===== src/rtl/qs_pkg.sv =====
// rtl/qs_pkg.sv - instruction types, field positions, encode and decode helpers
package qs_pkg;

  typedef logic [2:0]  reg_t;
  typedef logic [2:0]  imm_t;
  typedef logic [7:0]  pc_t;
  typedef logic [15:0] inst_t;

  typedef enum logic [1:0] {
    CC_EQ = 2'd0,
    CC_NE = 2'd1,
    CC_GT = 2'd2,
    CC_LT = 2'd3
  } cc_t;

  typedef enum logic [4:0] {
    MN_NOP  = 5'd0,
    MN_J    = 5'd1,
    MN_PUSH = 5'd2,
    MN_POP  = 5'd3,
    MN_LD   = 5'd4,
    MN_ST   = 5'd5,
    MN_MOV  = 5'd6,
    MN_MOVI = 5'd7,
    MN_MOVS = 5'd8,
    MN_ADD  = 5'd9,
    MN_ADDI = 5'd10,
    MN_SUB  = 5'd11,
    MN_SUBI = 5'd12,
    MN_CALL = 5'd13,
    MN_RET  = 5'd14,
    MN_WAIT = 5'd15,
    MN_EMIT = 5'd16
  } mnemonic_t;

  localparam int OPC_LSB = 12;
  localparam int SEL_BIT = 11;
  localparam int R_LSB   = 8;
  localparam int W_BIT   = 7;
  localparam int S_LSB   = 4;
  localparam int IMM_BIT = 3;
  localparam int U_LSB   = 0;
  localparam int CC_LSB  = 8;
  localparam int A_LSB   = 0;

  localparam logic [3:0] OPC_NOP   = 4'b0000;
  localparam logic [3:0] OPC_J     = 4'b0001;
  localparam logic [3:0] OPC_STACK = 4'b0010;
  localparam logic [3:0] OPC_MEM   = 4'b0100;
  localparam logic [3:0] OPC_MOV   = 4'b0110;
  localparam logic [3:0] OPC_ARITH = 4'b0111;
  localparam logic [3:0] OPC_CALL  = 4'b1100;
  localparam logic [3:0] OPC_SYS   = 4'b1111;

  typedef struct packed {
    reg_t dst;
    reg_t src0;
    reg_t src1;
    imm_t imm;
    logic wren;
    cc_t  cc;
    pc_t  target;
  } fields_t;

  // Fields a given op does not use stay zero so decode output is canonical.
  typedef struct packed {
    mnemonic_t op;
    reg_t      dst;
    reg_t      src0;
    reg_t      src1;
    imm_t      imm;
    logic      wren;
    cc_t       cc;
    pc_t       target;
    logic      invalid_inst;
  } ucode_t;

  function automatic logic op_valid(logic [4:0] op);
    return op <= 5'd16;
  endfunction

  function automatic inst_t encode(mnemonic_t op, fields_t f);
    inst_t w;
    w = '0;
    case (op)
      MN_J: begin
        w[OPC_LSB +: 4] = OPC_J;
        w[CC_LSB +: 2]  = f.cc;
        w[A_LSB +: 8]   = f.target;
      end
      MN_PUSH: begin
        w[OPC_LSB +: 4] = OPC_STACK;
        w[U_LSB +: 3]   = f.src1;
      end
      MN_POP: begin
        w[OPC_LSB +: 4] = OPC_STACK;
        w[SEL_BIT]      = 1'b1;
        w[R_LSB +: 3]   = f.dst;
      end
      MN_LD: begin
        w[OPC_LSB +: 4] = OPC_MEM;
        w[R_LSB +: 3]   = f.dst;
        w[U_LSB +: 3]   = f.src1;
      end
      MN_ST: begin
        w[OPC_LSB +: 4] = OPC_MEM;
        w[SEL_BIT]      = 1'b1;
        w[S_LSB +: 3]   = f.src0;
        w[U_LSB +: 3]   = f.src1;
      end
      MN_MOV, MN_MOVI, MN_MOVS: begin
        w[OPC_LSB +: 4] = OPC_MOV;
        w[SEL_BIT]      = (op == MN_MOVS);
        w[IMM_BIT]      = (op == MN_MOVI);
        w[R_LSB +: 3]   = f.dst;
        w[U_LSB +: 3]   = (op == MN_MOV) ? f.src1 : f.imm;
      end
      MN_ADD, MN_ADDI, MN_SUB, MN_SUBI: begin
        w[OPC_LSB +: 4] = OPC_ARITH;
        w[SEL_BIT]      = (op == MN_SUB) || (op == MN_SUBI);
        w[R_LSB +: 3]   = f.dst;
        w[W_BIT]        = f.wren;
        w[S_LSB +: 3]   = f.src0;
        w[IMM_BIT]      = (op == MN_ADDI) || (op == MN_SUBI);
        w[U_LSB +: 3]   = w[IMM_BIT] ? f.imm : f.src1;
      end
      MN_CALL: begin
        w[OPC_LSB +: 4] = OPC_CALL;
        w[A_LSB +: 8]   = f.target;
      end
      MN_RET: begin
        w[OPC_LSB +: 4] = OPC_CALL;
        w[SEL_BIT]      = 1'b1;
      end
      MN_WAIT: w[OPC_LSB +: 4] = OPC_SYS;
      MN_EMIT: begin
        w[OPC_LSB +: 4] = OPC_SYS;
        w[SEL_BIT]      = 1'b1;
      end
      default: w = '0;
    endcase
    return w;
  endfunction

  function automatic ucode_t decode(inst_t w);
    ucode_t u;
    logic   sel;
    u   = '0;
    sel = w[SEL_BIT];
    case (w[OPC_LSB +: 4])
      OPC_NOP: u.op = MN_NOP;
      OPC_J: begin
        u.op     = MN_J;
        u.cc     = cc_t'(w[CC_LSB +: 2]);
        u.target = w[A_LSB +: 8];
      end
      OPC_STACK: begin
        u.op = sel ? MN_POP : MN_PUSH;
        if (sel) u.dst = w[R_LSB +: 3];
        else     u.src1 = w[U_LSB +: 3];
      end
      OPC_MEM: begin
        u.op   = sel ? MN_ST : MN_LD;
        u.src1 = w[U_LSB +: 3];
        if (sel) u.src0 = w[S_LSB +: 3];
        else     u.dst = w[R_LSB +: 3];
      end
      OPC_MOV: begin
        u.dst = w[R_LSB +: 3];
        if (sel)               begin u.op = MN_MOVS; u.imm = w[U_LSB +: 3]; end
        else if (w[IMM_BIT])   begin u.op = MN_MOVI; u.imm = w[U_LSB +: 3]; end
        else                   begin u.op = MN_MOV;  u.src1 = w[U_LSB +: 3]; end
      end
      OPC_ARITH: begin
        u.dst  = w[R_LSB +: 3];
        u.src0 = w[S_LSB +: 3];
        u.wren = w[W_BIT];
        if (w[IMM_BIT]) begin u.op = sel ? MN_SUBI : MN_ADDI; u.imm = w[U_LSB +: 3]; end
        else            begin u.op = sel ? MN_SUB : MN_ADD;   u.src1 = w[U_LSB +: 3]; end
      end
      OPC_CALL: begin
        u.op = sel ? MN_RET : MN_CALL;
        if (!sel) u.target = w[A_LSB +: 8];
      end
      OPC_SYS: u.op = sel ? MN_EMIT : MN_WAIT;
      default: u.invalid_inst = 1'b1;
    endcase
    return u;
  endfunction

endpackage


===== src/rtl/qs_prog_encoder.sv =====
// rtl/qs_prog_encoder.sv - streams instruction requests into encoded program-memory writes
module qs_prog_encoder
  import qs_pkg::*;
#(
  parameter logic [7:0] PC_BASE = 8'h00
) (
  input  logic        clk,
  input  logic        rst_n,
  input  logic        start,
  input  logic        req_vld,
  output logic        req_rdy,
  input  logic [4:0]  req_op,
  input  logic [2:0]  req_dst,
  input  logic [2:0]  req_src0,
  input  logic [2:0]  req_src1,
  input  logic [2:0]  req_imm,
  input  logic        req_wren,
  input  logic [1:0]  req_cc,
  input  logic [7:0]  req_target,
  input  logic        req_last,
  output logic        prog_wr_en,
  output logic [7:0]  prog_wr_addr,
  output logic [15:0] prog_wr_data,
  output logic        busy,
  output logic        done,
  output logic        error,
  output logic [8:0]  count
);

  typedef enum logic [1:0] {
    ST_IDLE = 2'd0,
    ST_LOAD = 2'd1,
    ST_DONE = 2'd2,
    ST_ERR  = 2'd3
  } state_t;

  state_t     state_q, state_d;
  pc_t        addr_q, addr_d;
  logic [8:0] n_acc_q, n_acc_d;
  logic [8:0] count_q, count_d;
  logic       wr_en_q, wr_en_d;
  pc_t        wr_addr_q, wr_addr_d;
  inst_t      wr_data_q, wr_data_d;

  fields_t    fields;
  logic       op_ok;
  logic       full;

  assign fields = '{dst: req_dst, src0: req_src0, src1: req_src1, imm: req_imm,
                    wren: req_wren, cc: cc_t'(req_cc), target: req_target};
  assign op_ok  = op_valid(req_op);
  // Acceptances are counted separately from writes so the 257th request is
  // caught even while the 256th write is still in flight.
  assign full   = n_acc_q[8];

  always_comb begin
    state_d   = state_q;
    addr_d    = addr_q;
    n_acc_d   = n_acc_q;
    count_d   = count_q;
    wr_en_d   = 1'b0;
    wr_addr_d = wr_addr_q;
    wr_data_d = wr_data_q;
    if (wr_en_q) count_d = count_q + 9'd1;
    case (state_q)
      ST_IDLE, ST_DONE, ST_ERR: begin
        if (start) begin
          state_d = ST_LOAD;
          addr_d  = PC_BASE;
          n_acc_d = '0;
          count_d = '0;
        end
      end
      ST_LOAD: begin
        if (req_vld) begin
          if (!op_ok || full) begin
            state_d = ST_ERR;
          end else begin
            wr_en_d   = 1'b1;
            wr_addr_d = addr_q;
            wr_data_d = encode(mnemonic_t'(req_op), fields);
            addr_d    = addr_q + 8'd1;
            n_acc_d   = n_acc_q + 9'd1;
            if (req_last) state_d = ST_DONE;
          end
        end
      end
      default: state_d = ST_IDLE;
    endcase
  end

  always_ff @(posedge clk) begin
    if (!rst_n) begin
      state_q   <= ST_IDLE;
      addr_q    <= '0;
      n_acc_q   <= '0;
      count_q   <= '0;
      wr_en_q   <= 1'b0;
      wr_addr_q <= '0;
      wr_data_q <= '0;
    end else begin
      state_q   <= state_d;
      addr_q    <= addr_d;
      n_acc_q   <= n_acc_d;
      count_q   <= count_d;
      wr_en_q   <= wr_en_d;
      wr_addr_q <= wr_addr_d;
      wr_data_q <= wr_data_d;
    end
  end

  assign req_rdy      = (state_q == ST_LOAD);
  assign prog_wr_en   = wr_en_q;
  assign prog_wr_addr = wr_addr_q;
  assign prog_wr_data = wr_data_q;
  assign busy         = (state_q == ST_LOAD) || wr_en_q;
  assign done         = (state_q == ST_DONE) && !wr_en_q;
  assign error        = (state_q == ST_ERR);
  assign count        = count_q;

endmodule


===== config.mk =====
export PLATFORM = sky130hd
export DESIGN_NAME = qs_prog_encoder
export DESIGN_NICKNAME = d
export VERILOG_FILES = /design/src/rtl/qs_pkg.sv /design/src/rtl/qs_prog_encoder.sv
export SDC_FILE = /design/constraint.sdc
export NUM_CORES = 1
export LEC_CHECK = 0
export ABC_CLOCK_PERIOD_IN_PS = 3100
export BUFFER_PORTS_ARGS = -buffer_cell sky130_fd_sc_hd__buf_2
export CAP_MARGIN = 10
export CORE_MARGIN = 3
export CORE_UTILIZATION = 28
export CTS_CLUSTER_DIAMETER = 80
export DETAILED_ROUTE_END_ITERATION = 7
export PLACE_DENSITY = 0.52
export SYNTH_ARGS = -nofsm -noshare
export SYNTH_HDL_FRONTEND = slang
export SYNTH_SLANG_ARGS = --single-unit

===== constraint.sdc =====
create_clock -name clk -period 3.1 [get_ports clk]
set_input_delay 0.31 -clock clk [delete_from_list [all_inputs] [get_ports clk]]
set_output_delay 0.31 -clock clk [all_outputs]
set_load 0.02 [all_outputs]

==> impl_metrics.tcl <==
set metrics [dict create \
    outcome "complete, no violations" \
    ys_ff_latch 53 \
    worstPathRequired_ps 3330 \
    max_slew_margin_pct 54.2 \
    drtIter0Drc 97 \
    io_pins 71 \
    core_um2 8760 \
    clockRootBuffer "clkbuf_8" \
    hold_ws_ps 207 \
    finalSetupViolCount 0 \
    syn-cell-area_um2 2530 \
    clockBufferDepth 2 \
    syn_nets 348 \
    worstMarginPinSlew_ps 687 \
    final_antenna_net_count 0 \
    syn-instance-count 312 \
    finalCritPeriodShare_pct 64.3 \
    synth_area_leader_cell "dfxtp_1" \
    grt_max_degree 22 \
    fp.dieArea_um2 10200 \
    fin_tns_setup_ps 0 \
    critPathArrivalTime_ps 2230 \
    yosysSeqAreaShare_pct 41.9 \
    cts_tree "built" \
    gp_congestion 0.824 \
    layout.nets 411 \
    total_power_uw 1350 \
    die_h_um 101 \
    synth_edf_count 0 \
    routed_wirelength_um 6670 \
    syn_to_final_growth_pct 21.6 \
    hold_viol 0 \
    vias_per_cell 4.99 \
    max_cap_violations 0 \
    synth_area_leaders "dfxtp_1 42%, a21oi_1 6.5%, o21ai_0 6.1%" \
    fin_util_pct 35.1 \
    finalWorstPathRequiredPeriod_ps 1990 \
    fin_skew_ps 13.2 \
    end_kind "flop" \
    row_count 34 \
    first_pass_iters 4 \
    die_w_um 101 \
    antenna_found_initial 0 \
    cts_buffers 5 \
    peakVddDrop_v 0.000175 \
    n_fill_cell 930 \
    grt_pass1_wl_um 10900 \
    most-common-layout-cells "70 x buf_2, 53 x dfxtp_1, 39 x nand2_1" \
    start_util_pct 28.9 \
    diodes 0 \
    slew_violations 0 \
    wl_per_cell_um 13.8 \
    cts_setup_buffers 0 \
    holdBufCountCts 0 \
    grt_pass1_vias 2204 \
    critPathKind "in2reg" \
    p_per_area_nw_per_um2 437 \
    cp-start-kind "input port" \
    synth-async-reset-ratio_pct 0 \
    grt_remaining_overflow 0 \
    grt_usage_pct 13.3 \
    layout-drive-gt1-share_pct 23.9 \
    hpwl_um 4940 \
    synthFlopType "dfxtp_1" \
    crit_fanout 19 \
    vias 2415 \
    synth_cell_types 47 \
    layout_commonest_cell "buf_2" \
    power.leakage_uw 0.00123 \
    clk_pin_slew_ps 80 \
    cts_sinks 53 \
    port-buffer-count 70 \
    yosysWarningCount 0 \
    synth.avg_cell_area_um2 8.12 \
    hp-class "in2reg" \
    rsz0062_at_grt "false" \
    htree_levels 2 \
    ctsResizeCount 0 \
    fmax_ghz 0.502 \
    clk_latency_ps 310 \
    synth_top_area_share_pct 41.9 \
    drc 0 \
]
[final timing paths]
check,startpoint,to,slack (ps),cells after the start
max,req_op[0],prog_wr_data[1],1110,6
min,req_last,state_q[0],210,2
max reg2reg,state_q[0],prog_wr_data[1],1110,5
min reg2reg,prog_wr_addr[7],prog_wr_addr[7],460,2
[worst max-delay path, cell delays in order]
cell     delay, ps
buf_2          180
o41ai_4        520
and2_1         630
buf_4          330
o21ai_0        100
a31oi_1        150
[registers in the layout (all words and copies together) (netlist names)]
name / cells
addr_q: 8
count: 9
prog_wr_en: 1
prog_wr_data: 16
n_acc_q: 9
prog_wr_addr: 8
state_q: 2
[cell usage after synthesis, types with 2 or more instances]
cell and n:
nand3_1 13, nand4_1 6, or3_1 11, inv_1 8, nand3b_1 5, buf_2 5
xnor2_1 3, buf_4 2, o21ai_0 31, mux2i_1 5, o22ai_1 2, o221a_2 2
nor3b_1 2, and3_1 2, nor3_1 2, nor2_1 19, a21oi_1 33, a31oi_1 9
and2_1 2, o41ai_1 2, or2_2 3, xor2_1 4, o31a_1 2, nand2b_1 9
nand2_1 39, a211oi_1 3, nor2b_1 5, ha_1 3, clkbuf_1 10, dfxtp_1 53
[routing by layer]
metal / up-vias / share of wire (%) / wire [um] / GRT usage (%)
met1: 1097 / 49 / 3270 / 18.7
li1: 1245 / - / - / -
met2: 62 / 44 / 2930 / 20.0
met4: 0 / 2.1 / 141 / 5.11
met5: - / 0 / 0 / 0
met3: 11 / 4.9 / 330 / 2.77
[layout make-up]
class	count	area, um^2	share of cell area (%)
Clock inverter	1	30.0	0.975
Multi-Input combinational cell	234	1360	44.3
Inverter	8	30.0	0.975
Tap cell	108	135	4.39
Sequential cell	53	1060	34.5
Clock buffer	7	86.3	2.80
Timing Repair Buffer	73	373	12.1
[kinds of logic after synthesis]
| kind of cell | Yosys count | synth area share [%] |
|---|---|---|
| AOI/OAI and AO/OA | 95 | 22.9 |
| xor gates and xnor gates | 7 | 2.42 |
| adders and majority gates | 3 | 1.48 |
| buffers and inverters | 25 | 4.25 |
| DFF | 53 | 41.9 |
| muxes | 5 | 1.98 |
| and+or+nand+nor | 124 | 25.0 |
[stage by stage]
step	setup WS (ps)	instances	instance area (um^2)
after global routing	911	484	3080
after global placement	852	476	2960
after floorplan	1570	312	2530
final	1110	484	3080
after CTS	1110	484	3080
after detailed placement	821	476	2960
[power breakdown]
group          switching (uW)  leakage (uW)  internal (uW)  total [uW]
registers                8.50      0.000429            693         701
logic                     103      0.000744           56.5         160
clock network             222     0.0000585            264         485
total                     334       0.00123           1010        1350
Power figures use the tool's default switching activity.
